[config.mk]
export PLATFORM = sky130hd
export DESIGN_NAME = i2c_regbank_arbiter_flat
export DESIGN_NICKNAME = d
export VERILOG_FILES = /design/src/rtl/i2c_regbank_arbiter_if.sv /design/src/rtl/i2c_regbank_arbiter.sv /design/src/flat_wrapper.sv
export SDC_FILE = /design/constraint.sdc
export NUM_CORES = 1
export LEC_CHECK = 0
export CAP_MARGIN = 20
export CORE_UTILIZATION = 26
export CTS_CLUSTER_SIZE = 12
export DETAILED_ROUTE_END_ITERATION = 10
export GPL_TIMING_DRIVEN = 0
export PLACE_DENSITY = 0.54
export SETUP_SLACK_MARGIN = 0.2
export SLEW_MARGIN = 10
export SYNTH_ARGS = -nofsm -noshare
export SYNTH_HDL_FRONTEND = slang
export SYNTH_SLANG_ARGS = --single-unit
[constraint.sdc]
create_clock -name clk -period 2.1 [get_ports clk]
set_input_delay 0.315 -clock clk [delete_from_list [all_inputs] [get_ports clk]]
set_output_delay 0.315 -clock clk [all_outputs]
set_load 0.05 [all_outputs]
[src/rtl/i2c_regbank_arbiter_if.sv]
// Signal bundle between the I2C slave application side, a local core requester
// and the single-port register bank served by i2c_regbank_arbiter.
interface i2c_regbank_arbiter_if #(
  parameter int unsigned AW = 8,
  parameter int unsigned DW = 8
);
  logic          i2c_rw;
  logic [AW-1:0] i2c_addr;
  logic          i2c_wen;
  logic [DW-1:0] i2c_wdata;
  logic          i2c_rdata_used;
  logic [DW-1:0] i2c_rdata;
  logic          i2c_rdata_valid;
  logic          wr_overrun;

  logic          core_req;
  logic          core_we;
  logic [AW-1:0] core_addr;
  logic [DW-1:0] core_wdata;
  logic          core_gnt;
  logic          core_rvalid;
  logic [DW-1:0] core_rdata;

  logic          mem_en;
  logic          mem_we;
  logic [AW-1:0] mem_addr;
  logic [DW-1:0] mem_wdata;
  logic [DW-1:0] mem_rdata;

  // Arbiter view
  modport slave (
    input  i2c_rw, i2c_addr, i2c_wen, i2c_wdata, i2c_rdata_used,
    output i2c_rdata, i2c_rdata_valid, wr_overrun,
    input  core_req, core_we, core_addr, core_wdata,
    output core_gnt, core_rvalid, core_rdata,
    output mem_en, mem_we, mem_addr, mem_wdata,
    input  mem_rdata
  );

  // Environment view (slave, core and bank models)
  modport master (
    output i2c_rw, i2c_addr, i2c_wen, i2c_wdata, i2c_rdata_used,
    input  i2c_rdata, i2c_rdata_valid, wr_overrun,
    output core_req, core_we, core_addr, core_wdata,
    input  core_gnt, core_rvalid, core_rdata,
    input  mem_en, mem_we, mem_addr, mem_wdata,
    output mem_rdata
  );
endinterface

[src/rtl/i2c_regbank_arbiter.sv]
// Shares a single-port register bank between the I2C slave (queued writes plus a
// prefetched read byte for the current address) and a core port with a starvation limit.
module i2c_regbank_arbiter #(
  parameter int unsigned AW           = 8,
  parameter int unsigned DW           = 8,
  parameter int unsigned STARVE_LIMIT = 8
) (
  input logic                 clk,
  input logic                 rst,
  i2c_regbank_arbiter_if.slave bus
);

  localparam int unsigned   SCW        = 8;
  localparam logic [SCW-1:0] STARVE_MAX = SCW'(STARVE_LIMIT);

  typedef enum logic [1:0] {IDLE, ISSUE, CAPTURE} state_t;
  typedef enum logic [1:0] {SRC_I2C_WR, SRC_I2C_PF, SRC_CORE_WR, SRC_CORE_RD} src_t;

  state_t         state;
  src_t           iss_src;
  logic           wr_pend;
  logic           pf_pend;
  logic [AW-1:0]  wr_addr;
  logic [DW-1:0]  wr_data;
  logic [AW-1:0]  last_addr;
  logic [SCW-1:0] starve_cnt;

  logic core_win_c;
  logic wr_win_c;
  logic pf_win_c;
  logic addr_chg_c;
  logic coh_c;
  logic load_c;

  // Slot decision and capture-side qualifiers, all from registered state
  always_comb begin
    core_win_c = 1'b0;
    wr_win_c   = 1'b0;
    pf_win_c   = 1'b0;
    if (state == IDLE) begin
      if (bus.core_req && (starve_cnt == STARVE_MAX)) core_win_c = 1'b1;
      else if (wr_pend)                               wr_win_c   = 1'b1;
      else if (pf_pend)                               pf_win_c   = 1'b1;
      else if (bus.core_req)                          core_win_c = 1'b1;
    end
    addr_chg_c = (bus.i2c_addr != last_addr);
    coh_c      = (state == ISSUE) && (iss_src == SRC_I2C_WR) && (bus.mem_addr == last_addr);
    load_c     = (state == CAPTURE) && (iss_src == SRC_I2C_PF) &&
                 (bus.mem_addr == last_addr) && !pf_pend;
  end

  always_ff @(posedge clk) begin
    if (!rst) begin
      state               <= IDLE;
      iss_src             <= SRC_I2C_WR;
      wr_pend             <= 1'b0;
      pf_pend             <= 1'b1;
      wr_addr             <= '0;
      wr_data             <= '0;
      last_addr           <= '0;
      starve_cnt          <= '0;
      bus.i2c_rdata       <= '0;
      bus.i2c_rdata_valid <= 1'b0;
      bus.wr_overrun      <= 1'b0;
      bus.core_gnt        <= 1'b0;
      bus.core_rvalid     <= 1'b0;
      bus.core_rdata      <= '0;
      bus.mem_en          <= 1'b0;
      bus.mem_we          <= 1'b0;
      bus.mem_addr        <= '0;
      bus.mem_wdata       <= '0;
    end else begin
      bus.mem_en      <= 1'b0;
      bus.mem_we      <= 1'b0;
      bus.core_gnt    <= 1'b0;
      bus.core_rvalid <= 1'b0;

      case (state)
        IDLE: begin
          if (core_win_c) begin
            bus.mem_en    <= 1'b1;
            bus.mem_we    <= bus.core_we;
            bus.mem_addr  <= bus.core_addr;
            bus.mem_wdata <= bus.core_wdata;
            bus.core_gnt  <= 1'b1;
            iss_src       <= bus.core_we ? SRC_CORE_WR : SRC_CORE_RD;
            state         <= ISSUE;
          end else if (wr_win_c) begin
            bus.mem_en    <= 1'b1;
            bus.mem_we    <= 1'b1;
            bus.mem_addr  <= wr_addr;
            bus.mem_wdata <= wr_data;
            iss_src       <= SRC_I2C_WR;
            state         <= ISSUE;
          end else if (pf_win_c) begin
            bus.mem_en    <= 1'b1;
            bus.mem_addr  <= last_addr;
            iss_src       <= SRC_I2C_PF;
            state         <= ISSUE;
          end
          // Losing while requesting ages the core; winning or not asking resets it
          if (!bus.core_req || core_win_c)  starve_cnt <= '0;
          else if (starve_cnt != STARVE_MAX) starve_cnt <= starve_cnt + SCW'(1);
        end
        ISSUE: begin
          state <= ((iss_src == SRC_I2C_WR) || (iss_src == SRC_CORE_WR)) ? IDLE : CAPTURE;
        end
        CAPTURE: begin
          state <= IDLE;
          if (iss_src == SRC_CORE_RD) begin
            bus.core_rdata  <= bus.mem_rdata;
            bus.core_rvalid <= 1'b1;
          end
          if (load_c) bus.i2c_rdata <= bus.mem_rdata;
        end
        default: state <= IDLE;
      endcase

      // Write queue: cleared when the slot is won, so a strobe in that cycle is kept
      if (bus.i2c_wen) begin
        if (wr_pend && !wr_win_c) bus.wr_overrun <= 1'b1;
        wr_pend <= 1'b1;
        wr_addr <= bus.i2c_addr;
        wr_data <= bus.i2c_wdata;
      end else if (wr_win_c) begin
        wr_pend <= 1'b0;
      end

      if (addr_chg_c) last_addr <= bus.i2c_addr;

      // A new address or a write to the held address forces a (re)prefetch
      if (addr_chg_c || coh_c) pf_pend <= 1'b1;
      else if (pf_win_c)       pf_pend <= 1'b0;

      if (addr_chg_c || coh_c)     bus.i2c_rdata_valid <= 1'b0;
      else if (load_c)             bus.i2c_rdata_valid <= 1'b1;
      else if (bus.i2c_rdata_used) bus.i2c_rdata_valid <= 1'b0;
    end
  end

endmodule

[src/flat_wrapper.sv]
// flat-port wrapper written by rule: the top's interface ports become plain ports
module i2c_regbank_arbiter_flat 
#(
  parameter int unsigned AW           = 8,
  parameter int unsigned DW           = 8,
  parameter int unsigned STARVE_LIMIT = 8
)
  (clk, rst, bus_i2c_rw, bus_i2c_addr, bus_i2c_wen, bus_i2c_wdata, bus_i2c_rdata_used, bus_i2c_rdata, bus_i2c_rdata_valid, bus_wr_overrun, bus_core_req, bus_core_we, bus_core_addr, bus_core_wdata, bus_core_gnt, bus_core_rvalid, bus_core_rdata, bus_mem_en, bus_mem_we, bus_mem_addr, bus_mem_wdata, bus_mem_rdata);
  i2c_regbank_arbiter_if #(.AW(AW), .DW(DW)) bus_i ();
  input logic clk;
  input logic rst;
  input wire logic [$bits(bus_i.i2c_rw)-1:0] bus_i2c_rw;
  input wire logic [$bits(bus_i.i2c_addr)-1:0] bus_i2c_addr;
  input wire logic [$bits(bus_i.i2c_wen)-1:0] bus_i2c_wen;
  input wire logic [$bits(bus_i.i2c_wdata)-1:0] bus_i2c_wdata;
  input wire logic [$bits(bus_i.i2c_rdata_used)-1:0] bus_i2c_rdata_used;
  output wire logic [$bits(bus_i.i2c_rdata)-1:0] bus_i2c_rdata;
  output wire logic [$bits(bus_i.i2c_rdata_valid)-1:0] bus_i2c_rdata_valid;
  output wire logic [$bits(bus_i.wr_overrun)-1:0] bus_wr_overrun;
  input wire logic [$bits(bus_i.core_req)-1:0] bus_core_req;
  input wire logic [$bits(bus_i.core_we)-1:0] bus_core_we;
  input wire logic [$bits(bus_i.core_addr)-1:0] bus_core_addr;
  input wire logic [$bits(bus_i.core_wdata)-1:0] bus_core_wdata;
  output wire logic [$bits(bus_i.core_gnt)-1:0] bus_core_gnt;
  output wire logic [$bits(bus_i.core_rvalid)-1:0] bus_core_rvalid;
  output wire logic [$bits(bus_i.core_rdata)-1:0] bus_core_rdata;
  output wire logic [$bits(bus_i.mem_en)-1:0] bus_mem_en;
  output wire logic [$bits(bus_i.mem_we)-1:0] bus_mem_we;
  output wire logic [$bits(bus_i.mem_addr)-1:0] bus_mem_addr;
  output wire logic [$bits(bus_i.mem_wdata)-1:0] bus_mem_wdata;
  input wire logic [$bits(bus_i.mem_rdata)-1:0] bus_mem_rdata;
  assign bus_i.i2c_rw = bus_i2c_rw;
  assign bus_i.i2c_addr = bus_i2c_addr;
  assign bus_i.i2c_wen = bus_i2c_wen;
  assign bus_i.i2c_wdata = bus_i2c_wdata;
  assign bus_i.i2c_rdata_used = bus_i2c_rdata_used;
  assign bus_i2c_rdata = bus_i.i2c_rdata;
  assign bus_i2c_rdata_valid = bus_i.i2c_rdata_valid;
  assign bus_wr_overrun = bus_i.wr_overrun;
  assign bus_i.core_req = bus_core_req;
  assign bus_i.core_we = bus_core_we;
  assign bus_i.core_addr = bus_core_addr;
  assign bus_i.core_wdata = bus_core_wdata;
  assign bus_core_gnt = bus_i.core_gnt;
  assign bus_core_rvalid = bus_i.core_rvalid;
  assign bus_core_rdata = bus_i.core_rdata;
  assign bus_mem_en = bus_i.mem_en;
  assign bus_mem_we = bus_i.mem_we;
  assign bus_mem_addr = bus_i.mem_addr;
  assign bus_mem_wdata = bus_i.mem_wdata;
  assign bus_i.mem_rdata = bus_mem_rdata;
  i2c_regbank_arbiter #(.AW(AW), .DW(DW), .STARVE_LIMIT(STARVE_LIMIT)) u_core (.clk(clk), .rst(rst), .bus(bus_i));
endmodule
* Word level (Yosys, flattened, before mapping) *
Cells that the tools add are included.

storage, ports and cells
  register bits after elaboration = 76
  logic and storage cells = 97
  output and inout port bits = 38

cells by class
  bitwise operators = 1
  reductions and logical operators = 29
  add/sub/neg operators = 1
  equality and inequality tests = 10
  mux-type cells = 38

operators with widths
  operator                                               count
  2-to-1 mux 8 bit                                       7
  2-to-1 mux 1 bit                                       24
  AND reduction 2 bit                                    8
  2-to-1 mux 2 bit                                       6
  adder 8 x 1 -> 8 bit, second input constant            1
  equality test 8 x 4 -> 1 bit, second input constant    1
  equality test 8 bit                                    1
  inequality test 8 x 4 -> 1 bit, second input constant  1
  inequality test 8 bit                                  1
  nonzero test 2 bit                                     4
  logical AND 1 bit                                      7
  equality test 2 bit, second input constant             3
  equality test 2 x 1 -> 1 bit, second input constant    2
  logical NOT 2 bit                                      2
  inequality test 4 x 1 -> 1 bit, second input constant  1
  one-hot mux 2 bit (2 select lines)                     1
  logical NOT 1 bit                                      3
  logical OR 1 bit                                       3
  nonzero test 3 bit                                     1
  OR reduction 2 bit                                     1
  inverter 1 bit                                         1

* Longest topological paths before layout *
Gate-level depths: netlist (run 1).

  word-level depth = 8
  gate-level depth with buffers = 8

* Least setup slack after synthesis (run 1) *
OpenSTA, ideal clock, no wires.

  path kind = flip-flop to flip-flop
  from = register u_core.bus.mem_addr[2]
  to = register u_core.bus.i2c_rdata[0]
  period minus slack after synthesis = 1763 ps
  arrival time = 1691 ps
  stages on the path, launching flop included = 6
  setup time = 72 ps
  slack = 337 ps
  data required time = 2028 ps
  cells stage by stage = dfxtp_1 -> xor2_1 -> nor4_1 -> and4_1 -> buf_2 -> mux2i_1

on the way
  cells in the longest elaborated chain, start to end = 4

ends and longest elaborated chain
  what                                  line                          RTL
  start, declared                       i2c_regbank_arbiter_if.sv:36  output mem_en, mem_we, mem_addr, mem_wdata,
  start signal, assigned                i2c_regbank_arbiter.sv:83     bus.mem_addr <= bus.core_addr;
  start signal, assigned                i2c_regbank_arbiter.sv:91     bus.mem_addr <= wr_addr;
  start signal, assigned                i2c_regbank_arbiter.sv:97     bus.mem_addr <= last_addr;
  equality test 8 bit                   i2c_regbank_arbiter.sv:49     (bus.mem_addr == last_addr) && !pf_pend;
  logical AND 1 bit                     i2c_regbank_arbiter.sv:48     load_c = (state == CAPTURE) && (iss_src == SRC_I2C_PF) &&
  logical AND 1 bit                     i2c_regbank_arbiter.sv:49
  AND reduction 2 bit (no source line)  --
  end signal, assigned                  i2c_regbank_arbiter.sv:114    if (load_c) bus.i2c_rdata <= bus.mem_rdata;
  end, declared                         i2c_regbank_arbiter_if.sv:33  output i2c_rdata, i2c_rdata_valid, wr_overrun,

No other way between the ends.
A chain may end at the register's enable or synchronous reset.

* Worst setup path after layout (run 1) *
  from = register u_core.bus.mem_addr[2]
  to = output port bus_mem_addr[2]

RTL lines
  what           line                RTL
  end, declared  flat_wrapper.sv:29  output wire logic [$bits(bus_i.mem_addr)-1:0] bus_mem_addr;

No word-level cell between the ends.

==> results of run 1 <==
[kinds of logic after synthesis]
family,Yosys count,synth area share
simple gates,123,0.186
flops,76,0.479
compound gates,64,0.149
buf+inv,24,0.0401
mux,24,0.0756
xor+xnor,23,0.0634
fa+ha+maj,2,0.00787
[stage by stage]
stage / setup TNS [ps] / setup WS (ps) / total power [mW] / utilization / std cells
after floorplan: 0 / 337 / 1.81 / - / 336
after global placement: -4300 / -296 / 2.01 / 0.350 / 565
after detailed placement: -5090 / -327 / 2.01 / 0.350 / 565
after CTS: 0 / 204 / 3.58 / 0.377 / 581
after global routing: 0 / 201 / 3.70 / 0.380 / 582
final: 0 / 250 / 3.54 / 0.380 / 582
[registers in the layout (all words and copies together), names as in the netlist, 2 cells and up]
register / count
u_core.bus.core_rdata: 8
u_core.bus.i2c_rdata: 8
u_core.bus.mem_addr: 8
u_core.bus.mem_wdata: 8
u_core.last_addr: 8
u_core.starve_cnt: 8
u_core.wr_addr: 8
u_core.wr_data: 8
u_core.iss_src: 2
u_core.state: 2
[per-layer routing]
layer | wire length, um | GRT usage | vias up
met4 | 89 | 0.0551 | 0
met3 | 420 | 0.0443 | 8
met2 | 4260 | 0.244 | 63
li1 | - | - | 1369
met1 | 4230 | 0.190 | 1309
met5 | 0 | 0 | -
[worst min path at each step]
| stage | end | startpoint | cells past startpoint |
|---|---|---|---|
| 3_3_place_gp | u_core.bus.core_rdata[5] | u_core.bus.core_rdata[5] | 2 |
| 6_report | u_core.bus.core_rdata[6] | u_core.bus.core_rdata[6] | 2 |
| 3_5_place_dp | u_core.bus.core_rdata[5] | u_core.bus.core_rdata[5] | 2 |
| 2_1_floorplan | u_core.last_addr[0] | bus_i2c_addr[0] | 1 |
| 4_1_cts | u_core.bus.core_rdata[5] | u_core.bus.core_rdata[5] | 2 |
| 5_1_grt | u_core.bus.core_rdata[5] | u_core.bus.core_rdata[5] | 2 |
[cells in the mapped netlist (2+ instances only)]
master                     count
sky130_fd_sc_hd__nor2_1       33
sky130_fd_sc_hd__o21a_1        3
sky130_fd_sc_hd__ha_1          2
sky130_fd_sc_hd__a21oi_1      18
sky130_fd_sc_hd__nor3_1        3
sky130_fd_sc_hd__a32oi_1      14
sky130_fd_sc_hd__xnor2_1       8
sky130_fd_sc_hd__o21ai_0       9
sky130_fd_sc_hd__nand2_2       2
sky130_fd_sc_hd__buf_2         2
sky130_fd_sc_hd__buf_6         2
sky130_fd_sc_hd__nand2_1      54
sky130_fd_sc_hd__nor4_1        2
sky130_fd_sc_hd__buf_1         2
sky130_fd_sc_hd__xor2_1       15
sky130_fd_sc_hd__and4bb_2      2
sky130_fd_sc_hd__inv_1         6
sky130_fd_sc_hd__a31oi_1       2
sky130_fd_sc_hd__nand4_1       5
sky130_fd_sc_hd__clkbuf_1      8
sky130_fd_sc_hd__dfxtp_1      76
sky130_fd_sc_hd__nor3b_1       2
sky130_fd_sc_hd__o221ai_1      6
sky130_fd_sc_hd__nand3_1       4
sky130_fd_sc_hd__o211a_1       2
sky130_fd_sc_hd__mux2i_1      24
sky130_fd_sc_hd__and2_1        8
[where the power goes]
group | switching [mW] | total, mW | internal, mW
logic | 0.250 | 0.445 | 0.196
registers | 0.0473 | 1.54 | 1.50
clock network | 0.577 | 1.55 | 0.975
[timing repair]
item | 4_1_cts | 5_1_grt
gates cloned | 0 | 0
pin swaps | 1 | 1
hold endpoints to repair | 0 | 0
setup endpoints to repair | 20 | 39
setup buffers | 1 | 1
resized for setup | 4 | 13
[final cells by class]
| type | count | area, sq um |
|---|---|---|
| Buffer | 16 | 98.8 |
| Clock buffer | 11 | 253 |
| Clock inverter | 4 | 48.8 |
| Fill cell | 1203 | 7410 |
| Inverter | 8 | 30.0 |
| Multi-Input combinational cell | 236 | 1560 |
| Sequential cell | 76 | 1520 |
| Tap cell | 147 | 184 |
| Timing Repair Buffer | 84 | 851 |
==> run summary, run 1 <==
======================================================================================================
First-pass GRT wire length                                                                   14,400 um
Maximum number of pins on one net before global-route repair                                        13
Signal arrival time at the worst endpoint                                                      1540 ps
Area of all placed cells without fillers                                                  0.00455 sq mm
Count of yosys warnings during synthesis                                                             0
Critical-path top delay cell                                                              sky130_fd_sc_hd__clkdlybuf4s50_1
DRT antenna net count                                                                                0
Number of antenna violations at the first check in global routing                                    0
CP Class                                                                                    reg -> out
Clock transition at the register clock pins on the worst setup and hold paths after CTS          60 ps
Number of input and output port buffers inserted                                                    82
Longest Clk Path Bufs                                                                                2
Clock tree from TritonCTS                                                                        built
Dominant synthesized flop cell                                                            sky130_fd_sc_hd__dfxtp_1
Startpoint type of the worst setup path                                                       register
Pin slew with the least headroom to its limit                                                   737 ps
Launch point of the critical path                                                         u_core.bus.mem_addr[2]
Cell Area, Placed                                                                         0.00418 sq mm
Count of pins over their slew limit                                                                  0
Initial core utilization                                                                         0.266
Die Width                                                                                       113 um
Setup-violating endpoint count in the final report                                                   0
CP Cell Sequence                                                                          clkdlybuf4s50_1
Post-synthesis sequential area ratio                                                             0.479
Routed vias/inst                                                                                  4.72
Cell at the root of the clock tree                                                        sky130_fd_sc_hd__clkbuf_16
Min Hold Slack                                                                                  454 ps
Most frequent cells in the layout                                                         sky130_fd_sc_hd__clkdlybuf4s50_1 (76), sky130_fd_sc_hd__dfxtp_1 (74), sky130_fd_sc_hd__nand2_1 (54)
Relative slew slack                                                                              0.509
Area leader, netlist                                                                      sky130_fd_sc_hd__dfxtp_1
Type of element capturing the critical path                                               primary output
DRC violation count after routing                                                                    0
Mean cell area of the mapped netlist                                                        9.46 sq um
Number of nets in the synthesized netlist                                                          385
Routed wire length                                                                             9010 um
Largest clock skew in the final design                                                         7.24 ps
Fmax                                                                                           540 MHz
Fraction of registers with async set or reset after synthesis                                        0
Total clock buffers created by CTS                                                                   9
Period utilization                                                                               0.881
Reg-to-reg critical path endpoint                                                         u_core.bus.i2c_rdata[3]
Bufs and invs on worst path                                                                          1
Number of top-level pins                                                                            85
Post-DP HPWL                                                                                   6570 um
Leakage                                                                                        1.78 nW
Crit path to                                                                              bus_mem_addr[2]
Classification of the worst-slack hold path                                                 reg -> reg
Flops & latches, synth                                                                              76
CP top delay family                                                                       buffers and inverters
Detailed-route wire length per cell                                                            15.5 um
Layout cell share with drive strength beyond 1                                                  0.0966
Worst ir drop on vdd                                                                            480 uV
Number of enable-type register cells in the synthesized netlist                                      0
H-tree level count                                                                                   3
Pwr Density                                                                                779 mW/mm^2
FF-to-FF path depth                                                                                  5
Most frequent standard cell in the layout excluding fill and tap cells                    sky130_fd_sc_hd__clkdlybuf4s50_1
Detailed router's first-iteration violation count                                                  179
Total core area                                                                           0.0120 sq mm
Ranking of synthesized cells by area                                                      sky130_fd_sc_hd__dfxtp_1 (48%), sky130_fd_sc_hd__mux2i_1 (7.6%), sky130_fd_sc_hd__nand2_1 (6.4%)
Setup repair after global routing missed its margin                                               true
Area enclosed by the die boundary                                                         0.0127 sq mm
Global-route usage over all layers                                                               0.151
Post-layout min period                                                                         1850 ps
Row Count                                                                                           40
Crit path required time                                                                        1780 ps
# Max-Cap Violations                                                                                 0
Area growth from synthesis to layout                                                             43.0%
Routed via count                                                                                 2,749
Status                                                                                    complete, no violations
Worst-skew pair later-pin latency                                                               330 ps
Yosys cell types                                                                                    49
Sinks on Clock Net                                                                                  76
Die span in y                                                                                   113 um
Critical path depth                                                                                  1
Final global-route overflow total                                                                    0
Reg-to-reg startpoint                                                                     u_core.last_addr[2]
Post-synthesis cell count                                                                          336
Pre-antenna DRT Iters                                                                                4
Number of hold buffers added after cts                                                               0
Crit-path max FO                                                                                     3
Last weighted congestion value of the routability-driven placer                                  0.759
Final Hold Violating Endpoints                                                                       0
Via count of the first global-routing pass                                                       2,713
Yosys top cell area share                                                                        0.479
Biggest cell delay along the critical path                                                      820 ps
Antenna diodes                                                                                       0
Post-layout nets                                                                                   480
Worst setup slack for register-to-register paths                                                270 ps
Synthesized area                                                                          0.00318 sq mm
======================================================================================================
Power figures use the tool's default switching activity.
==> run 2: changes to the inputs <==
Settings changed: CTS_CLUSTER_SIZE 12 to 20.
==> results of run 2 <==
Same layout as run 1: the final DEF is identical, and so are final timing and power.
